==> src/rtl/imem_loader_pkg.sv <==
// Shared types and constants for the boot-time instruction-memory loader.
package imem_loader_pkg;

  typedef enum logic [2:0] {
    HDR   = 3'd0,
    DATA  = 3'd1,
    CSUM  = 3'd2,
    DONE  = 3'd3,
    ERROR = 3'd4
  } loader_state_t;

  localparam int LOADER_HDR_BYTES  = 4;
  localparam int LOADER_WORD_BYTES = 4;

  function automatic logic [7:0] csum_update(input logic [7:0] acc, input logic [7:0] data);
    return acc ^ data;
  endfunction

endpackage

==> src/rtl/imem_loader_byte_word_packer.sv <==
// Little-endian byte-to-word packer: a lane counter plus an assembly register.
// word/word_valid are combinational so the caller can register the finished word on the last byte's edge.
module byte_word_packer (
  input  logic        clk,
  input  logic        rst_n,
  input  logic        clr,
  input  logic        byte_en,
  input  logic [7:0]  byte_in,
  input  logic [1:0]  last_lane,
  output logic [31:0] word,
  output logic        word_valid
);

  logic [1:0]  lane_r;
  logic [31:0] word_r;

  // Merge the incoming byte into its lane of the partially assembled word.
  always_comb begin
    word = word_r;
    case (lane_r)
      2'd0:    word[7:0]   = byte_in;
      2'd1:    word[15:8]  = byte_in;
      2'd2:    word[23:16] = byte_in;
      default: word[31:24] = byte_in;
    endcase
    word_valid = byte_en && (lane_r == last_lane);
  end

  // Lane counter and assembly register; state is held across s_valid gaps.
  always_ff @(posedge clk or negedge rst_n) begin
    if (!rst_n) begin
      lane_r <= 2'd0;
      word_r <= 32'd0;
    end else if (clr) begin
      lane_r <= 2'd0;
      word_r <= 32'd0;
    end else if (byte_en) begin
      word_r <= word;
      lane_r <= word_valid ? 2'd0 : lane_r + 2'd1;
    end else begin
      lane_r <= lane_r;
      word_r <= word_r;
    end
  end

endmodule

==> src/rtl/imem_loader.sv <==
// Boot loader: streams a length-prefixed image into imem and holds the CPU in reset until done.
// IMEM_LOADER_CSUM_EN adds a trailing XOR checksum byte that must match before the CPU is released.
module imem_loader import imem_loader_pkg::*; #(
  parameter int IMEM_WORDS = 1024,
  parameter int AW         = $clog2(IMEM_WORDS)
) (
  input  logic          clk,
  input  logic          rst_n,
  input  logic          s_valid,
  input  logic [7:0]    s_data,
  output logic          s_ready,
  input  logic          load_req,
  output logic          imem_we,
  output logic [AW-1:0] imem_waddr,
  output logic [31:0]   imem_wdata,
  output logic          cpu_rst,
  output logic          busy,
  output logic          done,
  output logic          err
);

  localparam logic [1:0] HDR_LAST  = 2'(LOADER_HDR_BYTES - 1);
  localparam logic [1:0] WORD_LAST = 2'(LOADER_WORD_BYTES - 1);
  localparam logic [AW:0] IDX_ONE  = {{AW{1'b0}}, 1'b1};

  loader_state_t state_r, next_state_s;
  logic [AW:0]   n_r, word_idx_r;
  logic          accept_s, pack_en_s, pack_clr_s, word_valid_s;
  logic [31:0]   word_s;
  logic [1:0]    last_lane_s;
`ifdef IMEM_LOADER_CSUM_EN
  logic [7:0]    csum_r;
`endif

  assign accept_s    = s_valid && s_ready;
  assign pack_en_s   = accept_s && ((state_r == HDR) || (state_r == DATA));
  assign pack_clr_s  = load_req && ((state_r == DONE) || (state_r == ERROR));
  assign last_lane_s = (state_r == HDR) ? HDR_LAST : WORD_LAST;

  byte_word_packer u_packer (
    .clk        (clk),
    .rst_n      (rst_n),
    .clr        (pack_clr_s),
    .byte_en    (pack_en_s),
    .byte_in    (s_data),
    .last_lane  (last_lane_s),
    .word       (word_s),
    .word_valid (word_valid_s)
  );

  // Next-state logic for the header / payload / checksum sequence.
  always_comb begin
    next_state_s = state_r;
    case (state_r)
      HDR: begin
        if (word_valid_s) begin
          if (word_s > 32'(IMEM_WORDS)) begin
            next_state_s = ERROR;
          end else if (word_s == 32'd0) begin
`ifdef IMEM_LOADER_CSUM_EN
            next_state_s = CSUM;
`else
            next_state_s = DONE;
`endif
          end else begin
            next_state_s = DATA;
          end
        end else begin
          next_state_s = HDR;
        end
      end
      DATA: begin
        if (word_valid_s && ((word_idx_r + IDX_ONE) == n_r)) begin
`ifdef IMEM_LOADER_CSUM_EN
          next_state_s = CSUM;
`else
          next_state_s = DONE;
`endif
        end else begin
          next_state_s = DATA;
        end
      end
`ifdef IMEM_LOADER_CSUM_EN
      CSUM: begin
        if (accept_s) begin
          next_state_s = (s_data == csum_r) ? DONE : ERROR;
        end else begin
          next_state_s = CSUM;
        end
      end
`endif
      DONE, ERROR: begin
        if (load_req) begin
          next_state_s = HDR;
        end else begin
          next_state_s = state_r;
        end
      end
      default: next_state_s = HDR;
    endcase
  end

  // State register and registered status outputs; cpu_rst drops one cycle after DONE so the last write lands first.
  always_ff @(posedge clk or negedge rst_n) begin
    if (!rst_n) begin
      state_r <= HDR;
      s_ready <= 1'b1;
      busy    <= 1'b1;
      done    <= 1'b0;
      err     <= 1'b0;
      cpu_rst <= 1'b1;
    end else begin
      state_r <= next_state_s;
      s_ready <= (next_state_s == HDR) || (next_state_s == DATA) || (next_state_s == CSUM);
      busy    <= (next_state_s == HDR) || (next_state_s == DATA) || (next_state_s == CSUM);
      err     <= (next_state_s == ERROR);
      done    <= (state_r == DONE) && (next_state_s == DONE);
      cpu_rst <= !((state_r == DONE) && (next_state_s == DONE));
    end
  end

  // Word count, write index and one-cycle imem write strobe.
  always_ff @(posedge clk or negedge rst_n) begin
    if (!rst_n) begin
      n_r        <= '0;
      word_idx_r <= '0;
      imem_we    <= 1'b0;
      imem_waddr <= '0;
      imem_wdata <= 32'd0;
    end else begin
      imem_we <= (state_r == DATA) && word_valid_s;
      if ((state_r == DATA) && word_valid_s) begin
        imem_waddr <= word_idx_r[AW-1:0];
        imem_wdata <= word_s;
      end else begin
        imem_waddr <= imem_waddr;
        imem_wdata <= imem_wdata;
      end
      if (pack_clr_s) begin
        n_r        <= '0;
        word_idx_r <= '0;
      end else begin
        n_r        <= ((state_r == HDR) && word_valid_s) ? word_s[AW:0] : n_r;
        word_idx_r <= ((state_r == DATA) && word_valid_s) ? word_idx_r + IDX_ONE : word_idx_r;
      end
    end
  end

`ifdef IMEM_LOADER_CSUM_EN
  // Running XOR over payload bytes only.
  always_ff @(posedge clk or negedge rst_n) begin
    if (!rst_n) begin
      csum_r <= 8'd0;
    end else if (pack_clr_s) begin
      csum_r <= 8'd0;
    end else if ((state_r == DATA) && accept_s) begin
      csum_r <= csum_update(csum_r, s_data);
    end else begin
      csum_r <= csum_r;
    end
  end
`endif

endmodule

==> config.mk <==
export PLATFORM = sky130hd
export DESIGN_NAME = imem_loader
export DESIGN_NICKNAME = d
export VERILOG_FILES = /design/src/rtl/imem_loader_pkg.sv /design/src/rtl/imem_loader_byte_word_packer.sv /design/src/rtl/imem_loader.sv
export SDC_FILE = /design/constraint.sdc
export NUM_CORES = 1
export LEC_CHECK = 0
export CORE_ASPECT_RATIO = 1.25
export CORE_MARGIN = 2
export CORE_UTILIZATION = 53
export CTS_BUF_LIST = sky130_fd_sc_hd__clkbuf_4 sky130_fd_sc_hd__clkbuf_8
export CTS_CLUSTER_DIAMETER = 200
export DETAILED_ROUTE_END_ITERATION = 8
export HOLD_SLACK_MARGIN = 0.08
export MAX_ROUTING_LAYER = met4
export PLACE_DENSITY = 0.86
export SYNTH_ARGS = -nofsm -noshare
export SYNTH_HDL_FRONTEND = slang
export SYNTH_SLANG_ARGS = --single-unit
==> constraint.sdc <==
create_clock -name clk -period 2.4 [get_ports clk]
set_input_delay 0.24 -clock clk [delete_from_list [all_inputs] [get_ports clk]]
set_output_delay 0.24 -clock clk [all_outputs]
set_load 0.01 [all_outputs]
==> results of run 1 <==
-- logic make-up after synthesis --
family,Yosys count
AND/OR/NAND/NOR,220
AO/OA/AOI/OAI,122
flip-flops,106
buffers and inverters,56
multiplexers,38
XOR/XNOR,14
adder cells (fa/ha/maj),6
-- power breakdown --
group / leakage, nW / internal (mW) / switching [mW]
combinational: 1.18 / 0.934 / 1.23
clock: 0.0969 / 0.469 / 0.589
sequential: 1.42 / 2.17 / 0.340
total: 2.70 / 3.58 / 2.16
-- per-stage QoR --
stage | hold slack, ns | cell area [um^2]
2_1_floorplan | -0.05559 | 5206
3_3_place_gp | 0.2668 | 6011
3_5_place_dp | 0.2658 | 6011
4_1_cts | 0.4063 | 6207
5_1_grt | 0.4280 | 6207
6_report | 0.3867 | 6207
-- flip-flops by register name, indices dropped and copies added, names as in the netlist --
name             cells
busy                 1
cpu_rst              1
done                 1
err                  1
imem_waddr          10
imem_wdata          32
imem_we              1
n_r                 11
state_r              3
u_packer.lane_r      2
u_packer.word_r     32
word_idx_r          11
-- final cells by class --
| class | count | area [um^2] | share of cell area (%) |
|---|---|---|---|
| clock buffer | 14 | 173.9 | 2.802 |
| clock inverter | 2 | 12.51 | 0.2016 |
| inverter | 8 | 30.03 | 0.4838 |
| multi-input combinational | 400 | 2355 | 37.94 |
| sequential | 106 | 2655 | 42.77 |
| tap | 126 | 157.7 | 2.540 |
| timing repair buffer | 90 | 823.3 | 13.26 |
-- what timing repair did --
item	CTS	global route
gates resized for setup	0	0
hold endpoints to repair	40	0
buffers inserted	0	0
hold buffers	1	0
-- final timing paths --
| check | to | slack, ns | startpoint |
|---|---|---|---|
| max | busy | 0.17 | word_idx_r[1] |
| min in group clk | imem_waddr[8] | 0.48 | imem_waddr[8] |
| min | u_packer.word_r[28] | 0.39 | rst_n |
| max in group asynchronous | cpu_rst | 1.23 | rst_n |
| max reg2reg | busy | 0.17 | word_idx_r[1] |
| min reg2reg | imem_waddr[8] | 0.48 | imem_waddr[8] |
-- per-layer routing --
layer,up-vias,part of all wire [%]
li1,2049,-
met1,2160,40
met2,165,52
met3,39,4.7
met4,0,2.6
met5,-,0
-- cells in the mapped netlist (3+ instances only) --
master / n / area share (%)
or4_1: 3 / 0.43
inv_1: 8 / 0.58
a21oi_1: 36 / 3.5
o21ai_0: 47 / 4.5
mux2i_1: 36 / 6.9
a31oi_1: 6 / 0.72
dfrtp_1: 104 / 50
o22ai_1: 4 / 0.48
xnor2_1: 9 / 1.5
buf_4: 3 / 0.43
nand2_1: 111 / 8.0
nor3_1: 7 / 0.67
nor2_1: 33 / 2.4
buf_2: 4 / 0.38
and3_1: 3 / 0.36
ha_1: 6 / 1.4
clkbuf_1: 39 / 2.8
a211oi_1: 13 / 1.9
xor2_1: 4 / 0.67
nor4_1: 8 / 0.96
o31ai_1: 5 / 0.72
nand3_1: 37 / 3.6
-- worst max-delay path, delay by kind of cell, from the launching register on --
kind / cells / cell delay (ns)
AOI/OAI and AO/OA: 2 / 0.40
xor gates and xnor gates: 1 / 0.43
adders and majority gates: 1 / 0.25
DFF: 1 / 0.36
and+or+nand+nor: 3 / 0.73
==> results.ini, run 1 <==
[route]
wl_um=12670
firstDrtPassIters=5
ant_nets=0
wl_per_cell_um=16.98
vias=4413
via_per_inst=5.916
drcViolationCount=0
drt_iter0_drc=489

[power_and_ir_drop]
power_density_nw_per_um2=923.6
leakage_nw=2.698
finalPower_mw=5.733
ir_worst_vdd_mv=0.6183

[placed_design]
port_buffers=59
place_inst=729
pre_cts_ws_ns=-0.07765
gp_congestion=0.8707
dp_hpwl_um=8952

[timing]
fin_crit_ns=2.235
final.setup.worst_slack_ns=0.1653
fmax_mhz=447.5
worst_slew_pin_slew_ns=0.7542
relSlewSlack_pct=49.72
drv_slew=0
hold_viol=0
rsz0062_at_grt=no
fin_skew_ns=0.01289
post-route-period-util_pct=93.11
setup_total_negative_slack_ns=0
setup_viol=0

[critical_path]
cp_data_arrival_time_ns=2.55
worstSetupStartpointType=flip-flop
critPathKind=reg -> reg
crit_slowest_cell=or4_1
cpPeakStageDelay_ns=0.46
cp-end-kind=flip-flop
cp_data_required_time_ns=2.72
cp_max_fo=6
worstPathCellList=ha_1, xor3_1, nor3_1, o2111ai_1, or4_1, o31ai_2, nor2_2
reg2reg_depth=7

[cells_and_area]
final_common_cell=nand2_1
utilization_pct=64.60
layout.nets=633
layout-drive-gt1-share_pct=10.16
num-fill-cells=754
final_cell_mix=nand2_1, dfrtp_1, clkdlybuf4s50_1, o21ai_0
final_cells=746
areaGrowthSynthToFinish_pct=19.23
diodes=0

[clock_network]
clockRootBuffer=clkbuf_8
clk_latency_ns=0.38
numCtsBuffers=9
h-tree-depth=3
cts_max_path_buffers=2
clkSlewWorstSetupHoldPaths_ns=0.10
cts.sinks=106
cts_tree=built

[synthesis]
syn_area_per_cell_um2=9.264
synth_top_family_by_area=simple AND/OR/NAND/NOR gates
synth_fp_nets=580
yosys_warnings=0
synth_edf_count=0
synthArstFlopShare_pct=100.0
yosysSeqAreaShare_pct=51.00
synth_xor_area_share_pct=2.644
ys_types=52
ys_ff_latch=106
netlist_instances=562
synth_mux_area_share_pct=7.354
synth-simple-area-share_pct=19.11
synthFlopType=dfrtp_1
synth_area_um2=5206
synth_compound_area_share_pct=14.08
synth_fa_ha_area_share_pct=1.442

[floorplanning]
coreArea_um2=9609
dieWidth_um=92.65
io_pins=60
fp-row-count=40
die_y_um=114.8
die_area_um2=10640
start_util_pct=54.18

[outcome]
status=finished, final reports clean

[global_route]
grt_pass1_vias=4335
grt.overflow.total=0
antenna_found_initial=0
gr-usage-met1_pct=32.51
met2_usage_pct=43.31
met3_usage_pct=5.177
grt_pass1_wl_um=21340
grt_util_all_layers_pct=26.28
grt_busiest_layer=met2
grt_start_max_net_pins=87

[job]
max-cap-violations=0

[hold_path]
hold_class=in -> async

No activity file was read; power rests on OpenSTA's default activity.
==> run 2: changes to the inputs <==
Settings changed: ABC_AREA set to 1, GPL_TIMING_DRIVEN set to 0.
==> run 2 against run 1 <==
Effect of this change:
- sequential cell count unchanged
- non-clock buffer count down 4
- die area up 3.5%
- sequential share of layout area down 1.2 points
- routed wire length up 10%
- critical path depth up 7
- clock skew down 0.0039 ns
- largest power group is now combinational cells
- worst hold slack worse by 0.0074 ns
- sequential power up 19%
- via count up 13%
- design area up 2.9%
==> results.ini, run 2 <==
[cells_and_area]
largest_registers=imem_wdata (32), u_packer.word_r (32)
diodes=0
utilization_pct=63.84
final_common_cell=nand2_1
areaGrowthSynthToFinish_pct=18.34
num-fill-cells=880
layout.nets=808
layout-drive-gt1-share_pct=7.935
finalInstanceArea_um2=6386
final_cell_mix=nand2_1, dfrtp_1, o21ai_0, inv_1, clkdlybuf4s50_1

[outcome]
status=finished, final reports clean

[clock_network]
cts_max_path_buffers=2
numCtsBuffers=9
clkSlewWorstSetupHoldPaths_ns=0.10
cts_resized=0
cts.sinks=106
cts_tree=built
clk_latency_ns=0.38
h-tree-depth=3
clockRootBuffer=clkbuf_8
postCtsSetupBuffers=0

[timing]
fmax_mhz=466.0
drv_slew=0
setup_viol=0
hold_viol=0
fin_crit_ns=2.146
timing.hold.ws_ns=0.3793
worst_slew_pin_slew_ns=0.5935
post-route-period-util_pct=89.42
fin_skew_ns=0.009012
relSlewSlack_pct=60.43
rsz0062_at_grt=no

[route]
via_per_inst=5.416
drt_iter0_drc=439
vias=4999
wl_per_cell_um=15.14
wl_um=13980
drcViolationCount=0
ant_nets=0
firstDrtPassIters=5

[floorplanning]
start_util_pct=53.95
coreArea_um2=10000
io_pins=60
die_area_um2=11010
die_y_um=116.8
fp-row-count=41
dieWidth_um=94.25

[placed_design]
port_buffers=59
dp_hpwl_um=10500
placed_area_um2=6173
gp_congestion=0.9340

[synthesis]
synth_area_um2=5396
synthFlopType=dfrtp_1
syn_area_per_cell_um2=7.516
yosysSeqAreaShare_pct=49.20
yosysMostFrequentCell=nand2_1
ys_types=29
yosys_warnings=0
ys_ff_latch=106
yosys-top-cells-area=dfrtp_1, nand2_1, o21ai_0
synth_edf_count=0
synth_fp_nets=736
netlist_instances=718
yosys.area.top_type_share_pct=48.23
synth_common_cells=nand2_1, dfrtp_1, o21ai_0, inv_1, nor2_1
synthArstFlopShare_pct=100.0
yosysTopAreaCell=dfrtp_1

[critical_path]
cp_data_arrival_time_ns=2.46
r2r_setup_slack_ns=0.25
r2r-start=u_packer.lane_r[0]
worstSetupStartpointType=flip-flop
r2r-end=busy
cp_max_fo=10
critPathKind=reg -> reg
reg2reg_depth=14
cp-end-kind=flip-flop
cp_data_required_time_ns=2.71

[global_route]
met3_usage_pct=3.777
grt_pass1_vias=4936
grt_pass1_wl_um=23230
grt.overflow.total=0
antenna_found_initial=0
grt_busiest_layer=met2
met2_usage_pct=47.43
grt_util_all_layers_pct=28.03
grt_start_max_net_pins=67
gr-usage-met1_pct=32.81

[power_and_ir_drop]
ir_worst_vdd_mv=0.6780
leakage_nw=3.220
finalPower_mw=8.141
power_density_nw_per_um2=1275

[job]
max-cap-violations=0

[hold_path]
hold_class=in -> async

[run 2: changes by cell type in the layout (fill, tap and decap cells not counted), sizes merged, moves of 19 or more]
cell / previous run / this run
a21oi: 36 / 1
inv: 8 / 80
mux2i: 36 / 0
nand2: 111 / 303
o21ai: 48 / 81
o22ai: 4 / 23
[run 2: worst max-delay path by stage]
| stage | endpoint | start | cells after the start | slack [ns] |
|---|---|---|---|---|
| 2_1_floorplan | state_r[1] | u_packer.lane_r[1] | 15 | 0.65 |
| 5_1_grt | busy | u_packer.lane_r[0] | 14 | 0.08 |
| 3_3_place_gp | imem_wdata[14] | rst_n | 1 | -2.80 |
| 4_1_cts | busy | u_packer.lane_r[0] | 14 | 0.31 |
| 3_5_place_dp | busy | s_data[7] | 12 | 0.26 |
| 6_report | busy | u_packer.lane_r[0] | 14 | 0.25 |
[run 2: report_power, final]
group | leakage (nW) | internal, mW | switching (mW)
logic | 1.78 | 1.62 | 2.39
registers | 1.34 | 2.51 | 0.471
clock network | 0.101 | 0.534 | 0.620
[run 2: metal layers]
| metal | part of all wire [%] | up-vias |
|---|---|---|
| met1 | 41 | 2389 |
| met3 | 4.5 | 47 |
| li1 | - | 2393 |
| met2 | 50 | 170 |
| met5 | 0 | - |
| met4 | 4.1 | 0 |
[run 2: stage by stage]
step,instances,setup WS [ns],TNS (ns)
floorplan,718,0.6474,0
global placement,906,-2.799,-293.78
detailed placement,907,0.2610,0
CTS,923,0.3118,0
global route,923,0.08146,0
finish,923,0.2539,0
[run 2: what timing repair did]
action	in CTS	in global routing
setup endpoints to repair	0	0
hold buffers	1	0
hold endpoints to repair	40	0
[run 2: worst max-delay path, cell delays in order, from the launching register on]
cell,delay (ns)
dfrtp_1,0.45
inv_1,0.09
ha_1,0.21
inv_1,0.07
buf_2,0.20
nand2_1,0.07
nand2_1,0.11
nand2_1,0.06
nor2_1,0.16
nand2_1,0.14
nor2_2,0.14
nand2_2,0.07
nand3_2,0.07
nand2_2,0.06
nor3_2,0.16
[run 2: cell type report]
class | instances | area, um^2 | area share, %
buffer | 25 | 163.9 | 2.567
clock buffer | 11 | 151.4 | 2.371
clock inverter | 4 | 51.30 | 0.8033
inverter | 81 | 304.0 | 4.761
multi-input combinational | 506 | 2273 | 35.60
sequential | 106 | 2655 | 41.58
tap | 129 | 161.4 | 2.527
timing repair buffer | 61 | 625.6 | 9.796
[run 2: kinds of logic after synthesis]
logic type / share of synthesized area [%]
flops: 49.20
buf+inv: 8.671
compound gates: 10.41
fa+ha+maj: 1.391
simple gates: 30.00
xor+xnor: 0.3247
==> run 3: changes to the inputs <==
Settings changed: CAP_MARGIN set to 25, CORE_UTILIZATION 53 to 30, PLACE_DENSITY 0.86 to 0.57, RECOVER_POWER set to 100.
==> run 3 against run 2 <==
Effect of this change:
- sequential power fell by 1%
- critical path depth fell by 6
- routed wire length rose by 4.9%
- non-clock buffer count did not move
- clock skew rose by 0.0032 ns
- maximum frequency rose by 0.43%
- power fell by 3.0%
- die area rose by 73%
- utilization fell by 27 points
- worst hold slack improved by 0.10 ns
- combinational power fell by 5%
- clock power barely moved
==> results.ini, run 3 (synthesis results as in run 2) <==
[outcome]
status=finished, final reports clean

[floorplanning]
dieWidth_um=124.0
start_util_pct=30.72
die_y_um=154.0
die_area_um2=19080
coreArea_um2=17570
io_pins=60
fp-row-count=54

[timing]
post-route-period-util_pct=89.04
relSlewSlack_pct=20.21
rsz0062_at_grt=no
fin_skew_ns=0.01222
hold_viol=0
drv_slew=0
final.setup.worst_slack_ns=0.2630
fin_crit_ns=2.137
worst_slew_pin_slew_ns=1.197
setup_viol=0
fmax_mhz=467.9

[route]
drt_iter0_drc=222
ant_nets=0
firstDrtPassIters=5
via_per_inst=4.591
wl_um=14650
drcViolationCount=0
vias=4669
wl_per_cell_um=14.41

[power_and_ir_drop]
power_density_nw_per_um2=1222
finalPower_mw=7.900
leakage_nw=3.285
ir_worst_vdd_mv=0.5762

[cells_and_area]
layout.nets=808
final_common_cell=nand2_1
layout-drive-gt1-share_pct=6.936
diodes=0
largest_registers=imem_wdata (32), u_packer.word_r (32)
areaGrowthSynthToFinish_pct=19.82
final_cell_mix=nand2_1, dfrtp_1, o21ai_0, inv_1, dlygate4sd3_1
num-fill-cells=1883

[global_route]
grt_pass1_vias=4654
grt_util_all_layers_pct=16.99
antenna_found_initial=0
grt.overflow.total=0
grt_start_max_net_pins=62
grt_pass1_wl_um=24180

[hold_path]
hold_start=imem_waddr[6]
hold_class=reg -> reg

[placed_design]
pre_cts_ws_ns=0.1474
port_buffers=59
dp_hpwl_um=10910
gp_congestion=0.8964

[critical_path]
worst_path_most_repeated_cell=inv_1
critPathKind=reg -> reg
cp_data_arrival_time_ns=2.38
crit_slowest_cell=dfstp_1
crit_start=busy
cp-end-kind=flip-flop
cp_data_required_time_ns=2.65
worstPathCellList=nand2_1, inv_1, nand2_1, inv_1, nor2_4, inv_1, clkbuf_2, o22ai_1
worstSetupStartpointType=flip-flop
cpPeakStageDelay_ns=0.55
r2r-start=busy
cp_max_fo=10
r2r_setup_slack_ns=0.26

[job]
max-cap-violations=0

[clock_network]
cts_max_path_buffers=2
clockRootBuffer=clkbuf_8
h-tree-depth=3
cts_resized=0
clk_latency_ns=0.39
cts.sinks=106
cts_tree=built
clkSlewWorstSetupHoldPaths_ns=0.10
numCtsBuffers=9

==> run 3: final cells by class <==
cell class | count | area (um^2) | area share (%)
inverters | 81 | 304.0 | 4.702
repair buffers | 61 | 623.1 | 9.636
well taps | 224 | 280.3 | 4.334
plain buffers | 25 | 156.4 | 2.419
clock inverters | 2 | 38.79 | 0.5998
flip-flops and latches | 106 | 2655 | 41.06
multi-input cells | 506 | 2256 | 34.89
clock buffers | 12 | 152.6 | 2.361
==> run 3: final timing paths <==
| path | to | cells after the start |
|---|---|---|
| hold reg to reg | imem_waddr[6] | 2 |
| max in group asynchronous | cpu_rst | 3 |
| min in group asynchronous | imem_waddr[2] | 2 |
| setup / recovery | u_packer.word_r[29] | 8 |
| hold / removal | imem_waddr[6] | 2 |
| setup reg to reg | u_packer.word_r[29] | 8 |
==> run 3: per-layer routing <==
layer / part of all wire, % / GRT usage (%)
met5: 0 / -
met3: 2.7 / 2.448
met2: 49 / 27.11
met4: 2.8 / 7.116
met1: 46 / 21.45
==> run 3: report_power, final <==
group / internal (mW) / total [mW] / switching, mW / leakage, nW
clock network: 0.526 / 1.14 / 0.613 / 0.0994
registers: 2.51 / 2.94 / 0.437 / 1.34
logic: 1.49 / 3.82 / 2.32 / 1.84
==> run 3: stage by stage <==
step	TNS [ns]	util (%)	instances	hold WS, ns	cell area [um^2]
floorplan	0	-	718	-0.05559	5396
CTS	0	36.97	1017	0.4103	6494
finish	0	36.81	1017	0.4823	6466
global route	0	36.81	1017	0.5128	6466
detailed placement	0	35.82	1002	0.3036	6292
global placement	-332.98	35.68	1001	0.4660	6267
==> run 3: what timing repair did <==
| action | in CTS | in global routing |
|---|---|---|
| endpoints found under the hold margin | 45 | 0 |
| buffers inserted | 0 | 0 |
| hold buffers | 1 | 0 |
==> run 3: worst max-delay path: cells and delay by family (launching register included) <==
kind | cells | cell delay [ns]
AND/OR/NAND/NOR | 3 | 0.38
buffers and inverters | 4 | 0.93
AO/OA/AOI/OAI | 1 | 0.13
flip-flops | 1 | 0.55
